<file path="src/rtl/fifo_pkg.sv">
// fifo_pkg: shared FIFO sizes, word/beat types and
// the skid-buffer occupancy encoding used by the read-side drain.
package fifo_pkg;

   localparam int WIDTH_DEF   = 128;
   localparam int DEPTH_DEF   = 1024;
   localparam int ADDRESS_DEF = 10;

   typedef logic [WIDTH_DEF-1:0] fifo_word_t;

   typedef struct {
      fifo_word_t data;
      logic       last;
   } stream_beat_t;

   typedef enum logic [1:0] {
      OCC_EMPTY = 2'd0,
      OCC_ONE   = 2'd1,
      OCC_TWO   = 2'd2
   } occ_t;

   // True when the buffer still has a free slot for a read issued now,
   // counting the beat already in flight and the pop happening this cycle.
   function automatic logic has_room(
      input logic [1:0] occ,
      input logic       inflight,
      input logic       pop
   );
      logic [2:0] lvl;
      lvl = {1'b0, occ} + {2'b00, inflight} - {2'b00, pop};
      return lvl < 3'd2;
   endfunction

endpackage

</file>
<file path="src/rtl/fifo_skid_buf.sv">
// fifo_skid_buf: 2-entry skid buffer; entry 0 is the
// registered head that drives the stream outputs.
module fifo_skid_buf
   import fifo_pkg::*;
#(
   parameter int W = WIDTH_DEF
) (
   input  logic         clk,
   input  logic         reset_n,
   input  logic         push,
   input  logic [W-1:0] push_data,
   input  logic         push_last,
   input  logic         pop,
   output logic [W-1:0] head_data,
   output logic         head_last,
   output logic [1:0]   occ
);

   occ_t         state;
   occ_t         state_nx;
   logic [W-1:0] d0;
   logic [W-1:0] d0_nx;
   logic [W-1:0] d1;
   logic [W-1:0] d1_nx;
   logic         l0;
   logic         l0_nx;
   logic         l1;
   logic         l1_nx;

   assign head_data = d0;
   assign head_last = l0;
   assign occ       = state;

   // Occupancy state register
   always_ff @(posedge clk or negedge reset_n) begin
      if (!reset_n) begin
         state <= OCC_EMPTY;
      end else begin
         state <= state_nx;
      end
   end

   // Entry storage; cleared on reset so the head reads zero
   always_ff @(posedge clk or negedge reset_n) begin
      if (!reset_n) begin
         d0 <= '0;
         l0 <= 1'b0;
         d1 <= '0;
         l1 <= 1'b0;
      end else begin
         d0 <= d0_nx;
         l0 <= l0_nx;
         d1 <= d1_nx;
         l1 <= l1_nx;
      end
   end

   // Next occupancy and entry contents from push/pop
   always_comb begin
      state_nx = state;
      d0_nx    = d0;
      l0_nx    = l0;
      d1_nx    = d1;
      l1_nx    = l1;
      unique case (state)
         OCC_EMPTY: begin
            if (push) begin
               d0_nx    = push_data;
               l0_nx    = push_last;
               state_nx = OCC_ONE;
            end
         end
         OCC_ONE: begin
            unique case (1'b1)
               (push && pop): begin
                  d0_nx = push_data;
                  l0_nx = push_last;
               end
               (push && !pop): begin
                  d1_nx    = push_data;
                  l1_nx    = push_last;
                  state_nx = OCC_TWO;
               end
               (!push && pop): begin
                  state_nx = OCC_EMPTY;
               end
               default: begin
                  state_nx = OCC_ONE;
               end
            endcase
         end
         OCC_TWO: begin
            if (pop) begin
               d0_nx = d1;
               l0_nx = l1;
               if (push) begin
                  d1_nx = push_data;
                  l1_nx = push_last;
               end else begin
                  state_nx = OCC_ONE;
               end
            end
         end
         default: begin
            state_nx = OCC_EMPTY;
         end
      endcase
   end

endmodule

</file>
<file path="src/rtl/fifo_stream_drain.sv">
// fifo_stream_drain: issues FIFO reads, captures data, frames packets, streams out.
// Optional stats outputs (beats_total, stall_cycles) under FIFO_STREAM_DRAIN_STATS_EN.
module fifo_stream_drain
   import fifo_pkg::*;
#(
   parameter int WIDTH   = WIDTH_DEF,
   parameter int PKT_LEN = 16,
   parameter int CNT_W   = 16
) (
   input  logic             clk,
   input  logic             reset_n,
   input  logic             en,
   input  logic             fifo_empty,
   output logic             fifo_rd,
   input  logic [WIDTH-1:0] fifo_data,
   output logic             m_valid,
   input  logic             m_ready,
   output logic [WIDTH-1:0] m_data,
   output logic             m_last,
   output logic             busy
`ifdef FIFO_STREAM_DRAIN_STATS_EN
   ,
   output logic [31:0]      beats_total,
   output logic [31:0]      stall_cycles
`endif
);

   localparam logic [CNT_W-1:0] LAST_CNT = CNT_W'(PKT_LEN - 1);

   logic             pop;
   logic             inflight;
   logic             cap_last;
   logic [1:0]       occ;
   logic [CNT_W-1:0] beat_cnt;

   assign pop      = m_valid && m_ready;
   assign m_valid  = (occ != 2'd0);
   assign cap_last = (beat_cnt == LAST_CNT);
   assign busy     = m_valid || inflight;

   // Reads are held off in reset and whenever the buffer could overflow
   assign fifo_rd = reset_n && en && !fifo_empty
                    && has_room(occ, inflight, pop);

   // A read accepted this cycle returns data on the next cycle
   always_ff @(posedge clk or negedge reset_n) begin
      if (!reset_n) begin
         inflight <= 1'b0;
      end else begin
         inflight <= fifo_rd && !fifo_empty;
      end
   end

   // Beat position within the packet, advanced per captured beat
   always_ff @(posedge clk or negedge reset_n) begin
      if (!reset_n) begin
         beat_cnt <= '0;
      end else if (inflight) begin
         beat_cnt <= cap_last ? '0 : beat_cnt + CNT_W'(1);
      end
   end

   fifo_skid_buf #(
      .W (WIDTH)
   ) u_skid (
      .clk       (clk),
      .reset_n   (reset_n),
      .push      (inflight),
      .push_data (fifo_data),
      .push_last (cap_last),
      .pop       (pop),
      .head_data (m_data),
      .head_last (m_last),
      .occ       (occ)
   );

`ifdef FIFO_STREAM_DRAIN_STATS_EN
   // Saturating counters of delivered beats and stalled cycles
   always_ff @(posedge clk or negedge reset_n) begin
      if (!reset_n) begin
         beats_total  <= '0;
         stall_cycles <= '0;
      end else begin
         if (pop && (beats_total != 32'hFFFF_FFFF)) begin
            beats_total <= beats_total + 32'd1;
         end
         if (m_valid && !m_ready && (stall_cycles != 32'hFFFF_FFFF)) begin
            stall_cycles <= stall_cycles + 32'd1;
         end
      end
   end
`endif

endmodule

</file>
<file path="config.mk">
export PLATFORM = sky130hd
export DESIGN_NAME = fifo_stream_drain
export DESIGN_NICKNAME = d
export VERILOG_FILES = /design/src/rtl/fifo_pkg.sv /design/src/rtl/fifo_skid_buf.sv /design/src/rtl/fifo_stream_drain.sv
export SDC_FILE = /design/constraint.sdc
export NUM_CORES = 1
export LEC_CHECK = 0
export BUFFER_PORTS_ARGS = -buffer_cell sky130_fd_sc_hd__buf_2
export CORE_ASPECT_RATIO = 0.9
export CORE_MARGIN = 4
export CORE_UTILIZATION = 40
export CTS_BUF_LIST = sky130_fd_sc_hd__clkbuf_4
export CTS_CLUSTER_DIAMETER = 60
export CTS_CLUSTER_SIZE = 14
export DETAILED_ROUTE_END_ITERATION = 10
export SYNTH_ARGS = -nofsm -noshare
export SYNTH_HDL_FRONTEND = slang
export SYNTH_SLANG_ARGS = --single-unit
</file>
<file path="constraint.sdc">
create_clock -name clk -period 6.6 [get_ports clk]
set_clock_uncertainty 0.1 [all_clocks]
set_input_delay 0.66 -clock clk [delete_from_list [all_inputs] [get_ports clk]]
set_output_delay 0.66 -clock clk [all_outputs]
set_load 0.02 [all_outputs]
</file>
Yosys cells after proc, flatten, opt, wreduce, memory -nomap -nowiden

Index checks and enable logic that the tools add are counted.

Memories: 0
Latch bits: 0
Memory bits (writable): 0
Input port bits: 133
Logic and storage cells: 60
Output and inout bits: 132
Flip-flop bits (word level): 277
Memory bits (read-only): 0

Multiplexer cells: 20
Add/sub/neg operators: 3
Equal/unequal tests: 10
Shifts and indexed selects: 0
Reductions and logical operators: 19
$lt $le $gt $ge: 1
Multipliers: 0
Bitwise logic cells: 0
Divide/modulo/power cells: 0

Operators by type and width:

| cell                                                  | number |
|---|---|
| 2-to-1 mux 128 bit                                    | 5 |
| case mux 128 bit (3 select lines)                     | 1 |
| case mux 128 bit (2 select lines)                     | 1 |
| adder 16 x 1 -> 16 bit (second input constant)        | 1 |
| equality test 16 x 4 -> 1 bit (second input constant) | 1 |
| 2-to-1 mux 16 bit                                     | 1 |
| case mux 2 bit (3 select lines)                       | 2 |
| AND reduction 4 bit                                   | 3 |
| != test 2 bit (second input constant)                 | 5 |
| logical AND 1 bit                                     | 8 |
| 2-to-1 mux 2 bit                                      | 3 |
| 2-to-1 mux 1 bit                                      | 5 |
| != test 2 x 1 -> 1 bit (second input constant)        | 2 |
| nonzero test 2 bit                                    | 2 |
| adder 2 x 1 -> 3 bit                                  | 1 |
| zero test 1 bit                                       | 3 |
| < comparator 3 x 2 -> 1 bit (second input constant)   | 1 |
| case mux 1 bit (3 select lines)                       | 1 |
| nonzero test 3 bit                                    | 1 |
| subtractor 3 x 1 -> 3 bit                             | 1 |
| equality test 2 x 1 -> 1 bit (second input constant)  | 1 |
| equality test 2 bit (second input constant)           | 1 |
| zero test 2 bit                                       | 1 |
| case mux 1 bit (2 select lines)                       | 1 |
| logical OR 1 bit                                      | 1 |

Logic depth before layout (Yosys ltp)

Gate-level depths: netlist of run 1.

Word-level depth: 6
Depth in mapped cells: 10
Depth with buffers taken out: 7

Hierarchy

A second synthesis of run 1 with hierarchy kept.

Cell total of the unflattened synthesis: 826
Area, all modules: 11624.9 um^2

Modules (own cells, without submodules):

| module            | area each (um^2) | sequential area each (um^2) | times used | cells each |
|---|---|---|---|---|
| fifo_skid_buf     | 10706.5          | 6506.2                      | 1          | 735 |
| fifo_stream_drain | 918.4            | 425.4                       | 1          | 91 |

Least setup slack after synthesis of run 1

Ideal clock, no wire load.

Path kind: register -> output
Start point: register u_skid.state[1] (netlist: u_skid.occ[1])
End point: output fifo_rd
Arrival: 1.909 ns
Required time: 5.840 ns
Path buffers: 2
Path slack: 3.931 ns
Cell stages (with the launch flop): 9
Path through: dfrtp_1 buf_6 nor2b_4 buf_6 and2_4 o21ai_0 fa_1 nand4b_1 nor2_1

Word-level cells in the longest chain between the ends: 5
Elaborated cells between the ends (all ways): 6
Those cells by class: 2 x add/sub; 1 x order compare; 3 x reduce/logical

RTL lines:

| item                                                                         | line                    | text |
|---|---|---|
| from (decl)                                                                  | fifo_skid_buf.sv:19     | `occ_t state;` |
| from (signal assigned)                                                       | fifo_skid_buf.sv:39     | `state <= state_nx;` |
| parallel branches: the longest is 2 deep, another holds adder 2 x 1 -> 3 bit | --                      |  |
| subtractor 3 x 1 -> 3 bit (*)                                                | fifo_pkg.sv:30          | `lvl = {1'b0, occ} + {2'b00, inflight} - {2'b00, pop};` |
| < comparator 3 x 2 -> 1 bit (*)                                              | fifo_pkg.sv:31          | `return lvl < 3'd2;` |
| logical AND 1 bit (*)                                                        | fifo_stream_drain.sv:43 | `&& has_room(occ, inflight, pop);` |
| to (decl)                                                                    | fifo_stream_drain.sv:14 | `output logic fifo_rd,` |

Mark *: on every way between the ends.

Worst setup path in the final report of run 1

Ends and elaborated chain as after synthesis.

==> reports/results.env, run 1 <==
OUTCOME='finished, final reports clean'
CAP_VIOLATIONS=0
SYNTH.FF_LATCH_COUNT=277
CLK_PIN_SLEW_NS=0.15
TYPE_OF_THE_SETUP_PATH_WITH_THE_LEAST_SLACK='flip-flop to output pin'
DRT_PASS1_ITERATIONS=4
MAXIMUM_FANOUT_ALONG_THE_WORST_PATH=11
POWERDENSITY_nW_PER_UM2=418.2
DETAILROUTE.WIRELENGTH.MET3_MM=2.190
WORST-ENDPOINT-REQUIRED_NS=5.84
FINALCRITICALPERIOD_NS=3.503
FLOW.AREA_GROWTH_FROM_SYNTHESIS_PCT=18.54
VDD_IR_DROP_MAX_mV=0.2254
FINAL_CRITICAL_PATH_SHARE_OF_THE_CLOCK_PERIOD=0.5307
AVGSYNTHCELLAREA_UM2=15.42
TIMING.FINAL.MAX_SLEW_VIOLATIONS=0
YOSYSWARNINGS=0
GRT_OVERFLOW_TOTAL=0
HP-CLASS='input pin to flip-flop'
MAX-CLOCK-PATH-BUFFERS=3
TIMING.REG2REG.SETUP_SLACK_NS=3.20
NUM_VIAS=7345
REG2REG_DEPTH=5
SETUP_TOTAL_NEGATIVE_SLACK_NS=0
WIRELENGTH_MET1_MM=11.21
CRITICAL_PATH.ENDPOINT_TYPE='output pin'
GRT_MAX_DEGREE=92
DR.MAX_LAYER_USED='met5'
SETUP_VIOL=0
FRACTION_OF_LAYOUT_INSTANCES_USING_A_DRIVE_STRENGTH_ABOVE_1=0.5381
TIMING.HOLD.WORST.START='fifo_data[55]'
WIRE_LENGTH_OF_THE_FIRST_GLOBAL_ROUTING_PASS_MM=41.13
YOSYS-TOP-CELLS-AREA='sky130_fd_sc_hd__dfrtp_1 (57%), sky130_fd_sc_hd__mux2_2 (25%), sky130_fd_sc_hd__mux2_1 (11%)'
YS_TOP_CELLS_BY_COUNT='sky130_fd_sc_hd__dfrtp_1 (277), sky130_fd_sc_hd__mux2_2 (270), sky130_fd_sc_hd__mux2_1 (117)'
HOLD_PATH_DEPTH=2
SYNTH-SEQ-AREA-SHARE=0.5684
SYNTH_TOP_FLOP_CELL='sky130_fd_sc_hd__dfrtp_1'
HTREE_NUM_LEVELS=1
WORST_R2R_END='u_skid.head_data[23]'
ROUTED_WIRE_LENGTH_PER_INSTANCE_UM=17.12
REPORT.FINAL.HOLD_VIOL_COUNT=0
FINAL_NETS=1216
POSTCTSSETUPREPAIRBUFS=0
PLACEMENT_ROWS=60
SYN-NUM-NETS=927
HPWL_DETAILED_MM=16.52
POST-SYNTH-TOP-AREA-FRACTION=0.5684
DIE_H_UM=173.7
GRT_ANTENNA_BEFORE_REPAIR=8
CTS_ROOT_BUF='sky130_fd_sc_hd__clkbuf_4'
CTS-BUFFERS-INSERTED=26
HOLDPATHEND='u_skid.d1[55]'
CTS_NUM_SINKS=277
FILL_CELLS=2676
NETLIST_AREA_BEFORE_PLACEMENT_UM2=12200
CTS_TREE='yes'
CRITPATHARRIVALTIME_NS=2.74
TOTAL_LEAKAGE_POWER_nW=6.648
SYNTHDOMINANTAREACELLTYPE='sky130_fd_sc_hd__dfrtp_1'
GRT_SETUP_UNREPAIRED='false'
FIN_WORST_HOLD_SLACK_NS=0.08835
FLOORPLAN.CORE_AREA_UM2=29950
CRITPATHLAUNCHTYPE='flip-flop'
SYNTHMOSTINSTANTIATEDCELL='sky130_fd_sc_hd__dfrtp_1'
ROUTE.ANTENNA.REMAINING_NETS=0
INITIAL_CORE_UTIL=0.4071
SYN_INST=791
POST_CTS_RESIZED=0
CLKLATENCYLATEPIN_NS=0.67
DIE_WIDTH_UM=192.1
ROUTED-WL-MET2_MM=11.62
CRIT-REG2REG-LAUNCH='u_skid.occ[1]'
FIRST_GLOBAL_VIAS=7655
IO-PIN-COUNT=265
GRT_UTIL_ALL_LAYERS=0.1497
TOTALWIRELENGTH_MM=25.59
GP_CONGESTION=0.7189
DRC=0
FP.DIEAREA_UM2=33350
SYNTH-EDFF-COUNT=0
BUFFER_PORTS.INSERTED=264
TIGHTEST_SLEW_NS=0.9719
VIA_COUNT_NORMALIZED_BY_INSTANCE_COUNT=4.913
POST_SYNTH_NUM_CELL_TYPES=41
FMAX_MHz=285.5
INITIALDRTVIOLATIONCOUNT=186
WORST_SLEW_MARGIN_REL=0.3521
SYNTH-ASYNC-RESET-RATIO=1.000
==> logic make-up (layout without fill, tap and decap cells) <==
group | after synthesis | count (layout) | share of synthesized area
XOR/XNOR | 13 | 13 | 0.009336
AND/OR/NAND/NOR | 49 | 49 | 0.02431
adder cells (fa/ha/maj) | 3 | 3 | 0.003693
flip-flops | 277 | 277 | 0.5684
AO/OA/AOI/OAI | 14 | 14 | 0.007900
buffers and inverters | 48 | 346 | 0.02903
other | 0 | 3 | 0
multiplexers | 387 | 387 | 0.3573
==> through the flow <==
stage	instances	util	setup WS [ns]	power (mW)	instance area, um^2
2_1_floorplan	791	-	3.931	4.457	12200
3_3_place_gp	1421	0.4595	3.167	5.175	13760
3_5_place_dp	1421	0.4595	3.125	5.240	13760
4_1_cts	1487	0.4807	2.980	6.165	14400
5_1_grt	1494	0.4825	2.855	6.478	14450
6_report	1495	0.4826	3.097	6.045	14460
==> worst max-delay path, stage by stage (launching register included) <==
cell                       delay [ns]
sky130_fd_sc_hd__dfrtp_1         0.62
sky130_fd_sc_hd__nor2b_4         0.23
sky130_fd_sc_hd__and2_4          0.18
sky130_fd_sc_hd__o21ai_0         0.12
sky130_fd_sc_hd__fa_1            0.54
sky130_fd_sc_hd__nand4b_1        0.11
sky130_fd_sc_hd__nor2_1          0.12
sky130_fd_sc_hd__buf_2           0.17
==> where the power goes <==
part	internal [mW]	switching, mW
clock	0.329	0.557
sequential	2.48	0.378
combinational	1.10	1.20
==> worst max path at each step <==
stage,from,to,slack (ns),cells after the start
4_1_cts,u_skid.occ[1],fifo_rd,2.98,7
2_1_floorplan,u_skid.occ[1],fifo_rd,3.93,8
6_report,u_skid.occ[1],fifo_rd,3.10,7
3_5_place_dp,u_skid.occ[1],u_skid.head_data[17],3.12,5
5_1_grt,u_skid.occ[1],fifo_rd,2.85,7
3_3_place_gp,u_skid.occ[1],u_skid.head_data[22],3.17,5
==> routing by layer <==
metal,vias to the layer above,GRT usage
li1,3425,-
met3,43,0.05578
met4,12,0.02704
met1,3678,0.1987
met2,187,0.2391
met5,-,0
==> final cells by class <==
class	count	area, um^2	share of cell area
Antenna cell	3	7.507	0.0005193
Sequential cell	277	6932	0.4795
Timing Repair Buffer	307	1739	0.1203
Tap cell	403	504.2	0.03488
Clock buffer	28	210.2	0.01454
Multi-Input combinational cell	466	4921	0.3404
Inverter	2	7.507	0.0005193
Clock inverter	9	135.1	0.009347
==> state kept, by name, indices dropped and copies added (netlist names) <==
signal,count
beat_cnt,16
inflight,1
u_skid.d1,128
u_skid.head_data,128
u_skid.head_last,1
u_skid.l1,1
u_skid.occ,2
==> cell usage in the layout (no fill, tap or decap), types with 3 or more instances in the layout <==
cell type | synthesis | final
sky130_fd_sc_hd__xor2_1 | 3 | 3
sky130_fd_sc_hd__nor2b_1 | 4 | 4
sky130_fd_sc_hd__bufinv_16 | 0 | 3
sky130_fd_sc_hd__nor2_1 | 5 | 5
sky130_fd_sc_hd__xnor2_1 | 10 | 10
sky130_fd_sc_hd__nand2_1 | 9 | 9
sky130_fd_sc_hd__dlygate4sd3_1 | 0 | 34
sky130_fd_sc_hd__mux2_1 | 117 | 117
sky130_fd_sc_hd__and3_1 | 4 | 4
sky130_fd_sc_hd__dfrtp_1 | 277 | 277
sky130_fd_sc_hd__clkbuf_4 | 0 | 28
sky130_fd_sc_hd__mux2_2 | 270 | 270
sky130_fd_sc_hd__buf_4 | 10 | 9
sky130_fd_sc_hd__o21ai_0 | 5 | 5
sky130_fd_sc_hd__diode_2 | 0 | 3
sky130_fd_sc_hd__nand3_1 | 5 | 5
sky130_fd_sc_hd__buf_2 | 16 | 263
sky130_fd_sc_hd__nand4_1 | 5 | 5
==> repair_timing <==
action                                  4_1_cts  5_1_grt
hold endpoints to repair                    115        5
hold buffers                                 29        5
endpoints found under the setup margin        0        0
(Power assumes the default switching activity.)
==> run 2: changes to the inputs <==
Settings changed: ABC_AREA from default to 1.
Clock period 6.6 ns to 3 ns, I/O delays scaled along.
==> reports/results.env, run 2 <==
LEADING_CELL_TYPE_IN_THE_LAYOUT_FILL_AND_TAPS_EXCLUDED='sky130_fd_sc_hd__nand2_1'
LAYOUT_SETUP_WS_NS=0.1763
GRT.MET3_USAGE=0.03129
FINALCRITICALPERIOD_NS=2.824
SYNTH_TOP_FLOP_CELL='sky130_fd_sc_hd__dfrtp_1'
FIN_WORST_HOLD_SLACK_NS=0.2610
SYN-NUM-NETS=1551
POST-SYNTH-TOP-AREA-FRACTION=0.5728
CRIT-REG2REG-LAUNCH='u_skid.occ[1]'
CTS_TREE='yes'
CLKLATENCYLATEPIN_NS=0.69
TIMING.FINAL.MAX_SLEW_VIOLATIONS=0
BUFFER_PORTS.INSERTED=264
VDD_IR_DROP_MAX_mV=0.5181
CTS_ROOT_BUF='sky130_fd_sc_hd__clkbuf_4'
WORST-ENDPOINT-REQUIRED_NS=2.60
SYNTHMOSTINSTANTIATEDCELL='sky130_fd_sc_hd__nand2_1'
PLACEMENT.SETUP.WORST_SLACK_NS=0.6691
GRT_UTIL_ALL_LAYERS=0.1848
WORST_SLEW_MARGIN_REL=0.2742
CTS_NUM_SINKS=277
YOSYSWARNINGS=0
FINAL_CRITICAL_PATH_SHARE_OF_THE_CLOCK_PERIOD=0.9412
FP.DIEAREA_UM2=33100
NUM_VIAS=10410
SYNTH-ASYNC-RESET-RATIO=1.000
GRTUSAGEMET1=0.2666
POWERDENSITY_nW_PER_UM2=831.0
FINAL_NETS=1905
PLACEMENT_ROWS=60
SYNTH-SEQ-AREA-SHARE=0.5728
DIE_H_UM=173.0
HPWL_DETAILED_MM=18.35
CTS-BUFFERS-INSERTED=27
HTREE_NUM_LEVELS=1
FRACTION_OF_LAYOUT_INSTANCES_USING_A_DRIVE_STRENGTH_ABOVE_1=0.1852
REPORT.FINAL.HOLD_VIOL_COUNT=0
CRITPATHLAUNCHTYPE='flip-flop'
FLOORPLAN.CORE_AREA_UM2=29880
CRITPATHARRIVALTIME_NS=2.42
ROUTE.ANTENNA.REMAINING_NETS=0
POST_SYNTH_NUM_CELL_TYPES=25
TOTALWIRELENGTH_MM=30.44
HP-CLASS='input pin to flip-flop'
GRT_MET2_USAGE=0.2914
INITIAL_CORE_UTIL=0.4050
INITIALDRTVIOLATIONCOUNT=637
TIMING.HOLD.WORST.START='fifo_data[11]'
ROUTED_WIRE_LENGTH_PER_INSTANCE_UM=13.92
GP_CONGESTION=0.8174
OUTCOME='finished, final reports clean'
FILL_CELLS=2867
TOTAL_LEAKAGE_POWER_nW=7.747
MULTIINPUTGATEAREA_UM2=4172
FIN_UTIL=0.5144
IO-PIN-COUNT=265
SYNTH-EDFF-COUNT=0
SEQUENTIAL_CELL_AREA_UM2=6933
FINAL_CELL_MIX='sky130_fd_sc_hd__nand2_1 (563), sky130_fd_sc_hd__dfrtp_1 (276), sky130_fd_sc_hd__buf_2 (262)'
VIA_COUNT_NORMALIZED_BY_INSTANCE_COUNT=4.763
MAXIMUM_FANOUT_ALONG_THE_WORST_PATH=5
GRT_ANTENNA_BEFORE_REPAIR=1
DRT_PASS1_ITERATIONS=5
SYNTH.FF_LATCH_COUNT=277
SYN_INST=1415
FLOW.AREA_GROWTH_FROM_SYNTHESIS_PCT=27.00
CAP_VIOLATIONS=0
TYPE_OF_THE_SETUP_PATH_WITH_THE_LEAST_SLACK='flip-flop to output pin'
GRT_MAX_DEGREE=259
WIRE_LENGTH_OF_THE_FIRST_GLOBAL_ROUTING_PASS_MM=52.07
DRC=0
TIGHTEST_SLEW_NS=1.089
GRT_OVERFLOW_TOTAL=0
BUSIEST_LAYER='met2'
FIRST_GLOBAL_VIAS=10360
CRITICAL_PATH.ENDPOINT_TYPE='output pin'
GRT_SETUP_UNREPAIRED='true'
AVGSYNTHCELLAREA_UM2=8.552
MAX-CLOCK-PATH-BUFFERS=3
YS_TOP_CELLS_BY_COUNT='sky130_fd_sc_hd__nand2_1 (567), sky130_fd_sc_hd__dfrtp_1 (277), sky130_fd_sc_hd__inv_1 (154)'
DIE_WIDTH_UM=191.3
NETLIST_AREA_BEFORE_PLACEMENT_UM2=12100
CRIT_PATH_START='u_skid.occ[1]'
FMAX_MHz=354.1
YOSYS-TOP-CELLS-AREA='sky130_fd_sc_hd__dfrtp_1 (57%), sky130_fd_sc_hd__nand2_1 (18%), sky130_fd_sc_hd__o211ai_1 (7.9%)'
SYNTHDOMINANTAREACELLTYPE='sky130_fd_sc_hd__dfrtp_1'
CLK_PIN_SLEW_NS=0.15
SETUP_VIOL=0
==> run 2: cell types whose count changed in the layout (fill, tap and decap cells not counted), sizes merged, moves of 4 or more <==
cell | previous run | this run
nor2b | 5 | 0
o211ai | 0 | 128
inv | 4 | 159
nand3 | 5 | 18
and3 | 4 | 0
nand2 | 9 | 568
o21ai | 7 | 131
xnor2 | 10 | 2
clkinv | 4 | 8
dlygate4sd3 | 34 | 133
mux2 | 387 | 0
buf | 273 | 277
nor2 | 5 | 29
==> run 2: layer usage <==
layer / vias to the layer above / wire (um) / share of wire
li1: 5204 / - / -
met1: 4889 / 14230 / 0.47
met2: 265 / 13620 / 0.45
met3: 53 / 1798 / 0.059
met4: 0 / 795 / 0.026
met5: - / 0 / 0
==> run 2: final timing paths <==
path / slack [ns] / endpoint / depth (start not counted)
max reg2reg: 0.64 / inflight / 9
max in group asynchronous: 1.50 / u_skid.d1[36] / 4
min in group asynchronous: 0.57 / u_skid.d1[127] / 4
min: 0.26 / u_skid.d1[11] / 4
max: 0.18 / fifo_rd / 9
min reg2reg: 0.39 / u_skid.head_data[20] / 2
==> run 2: layout make-up <==
type,instances,share of cell area
sequential,277,0.4511
multi-input combinational,896,0.2714
timing repair buffer,410,0.1863
inverter,157,0.03851
tap,403,0.03281
clock buffer,29,0.01417
clock inverter,13,0.005536
antenna,1,0.0001628
==> run 2: critical path: stages, from the launching register on <==
cell and delay (ns):
sky130_fd_sc_hd__dfrtp_1 0.39, sky130_fd_sc_hd__inv_2 0.07, sky130_fd_sc_hd__nor2_4 0.14, sky130_fd_sc_hd__nand2_4 0.07
sky130_fd_sc_hd__nand2_2 0.06, sky130_fd_sc_hd__nand2_2 0.05, sky130_fd_sc_hd__fa_1 0.50, sky130_fd_sc_hd__inv_2 0.04
sky130_fd_sc_hd__nor4_2 0.24, sky130_fd_sc_hd__buf_4 0.18
==> run 2: what timing repair did <==
action,in CTS,in global routing
hold buffers,134,0
gates resized for setup,1,7
setup buffers,3,0
setup endpoints to repair,1,1
hold endpoints to repair,536,0
cloned,0,0
pin swaps,1,0
==> run 2: kinds of logic (layout without fill, tap and decap cells) <==
group | after synthesis | count (layout) | synth area share
fa+ha+maj | 3 | 3 | 0.003722
xor+xnor | 6 | 6 | 0.004342
compound gates | 265 | 265 | 0.1370
buf+inv | 242 | 609 | 0.08509
simple gates | 622 | 622 | 0.1971
flops | 277 | 277 | 0.5728
other cells | 0 | 1 | 0
==> run 2: report_power, final <==
| part | internal [mW] | switching, mW | total, mW | leakage, nW |
|---|---|---|---|---|
| registers | 5.42 | 0.753 | 6.17 | 3.41 |
| logic | 1.70 | 3.13 | 4.83 | 4.17 |
| clock network | 0.495 | 1.27 | 1.77 | 0.170 |
| total | 7.62 | 5.15 | 12.8 | 7.75 |
==> run 2: stage by stage <==
step	power (mW)	instance area [um^2]	std cells	TNS (ns)
floorplan	9.273	12100	1415	0
global placement	10.84	13670	2006	0
detailed placement	10.96	13670	2006	0
CTS	12.95	15350	2185	0
global route	13.85	15370	2186	-0.02410
finish	12.77	15370	2186	0
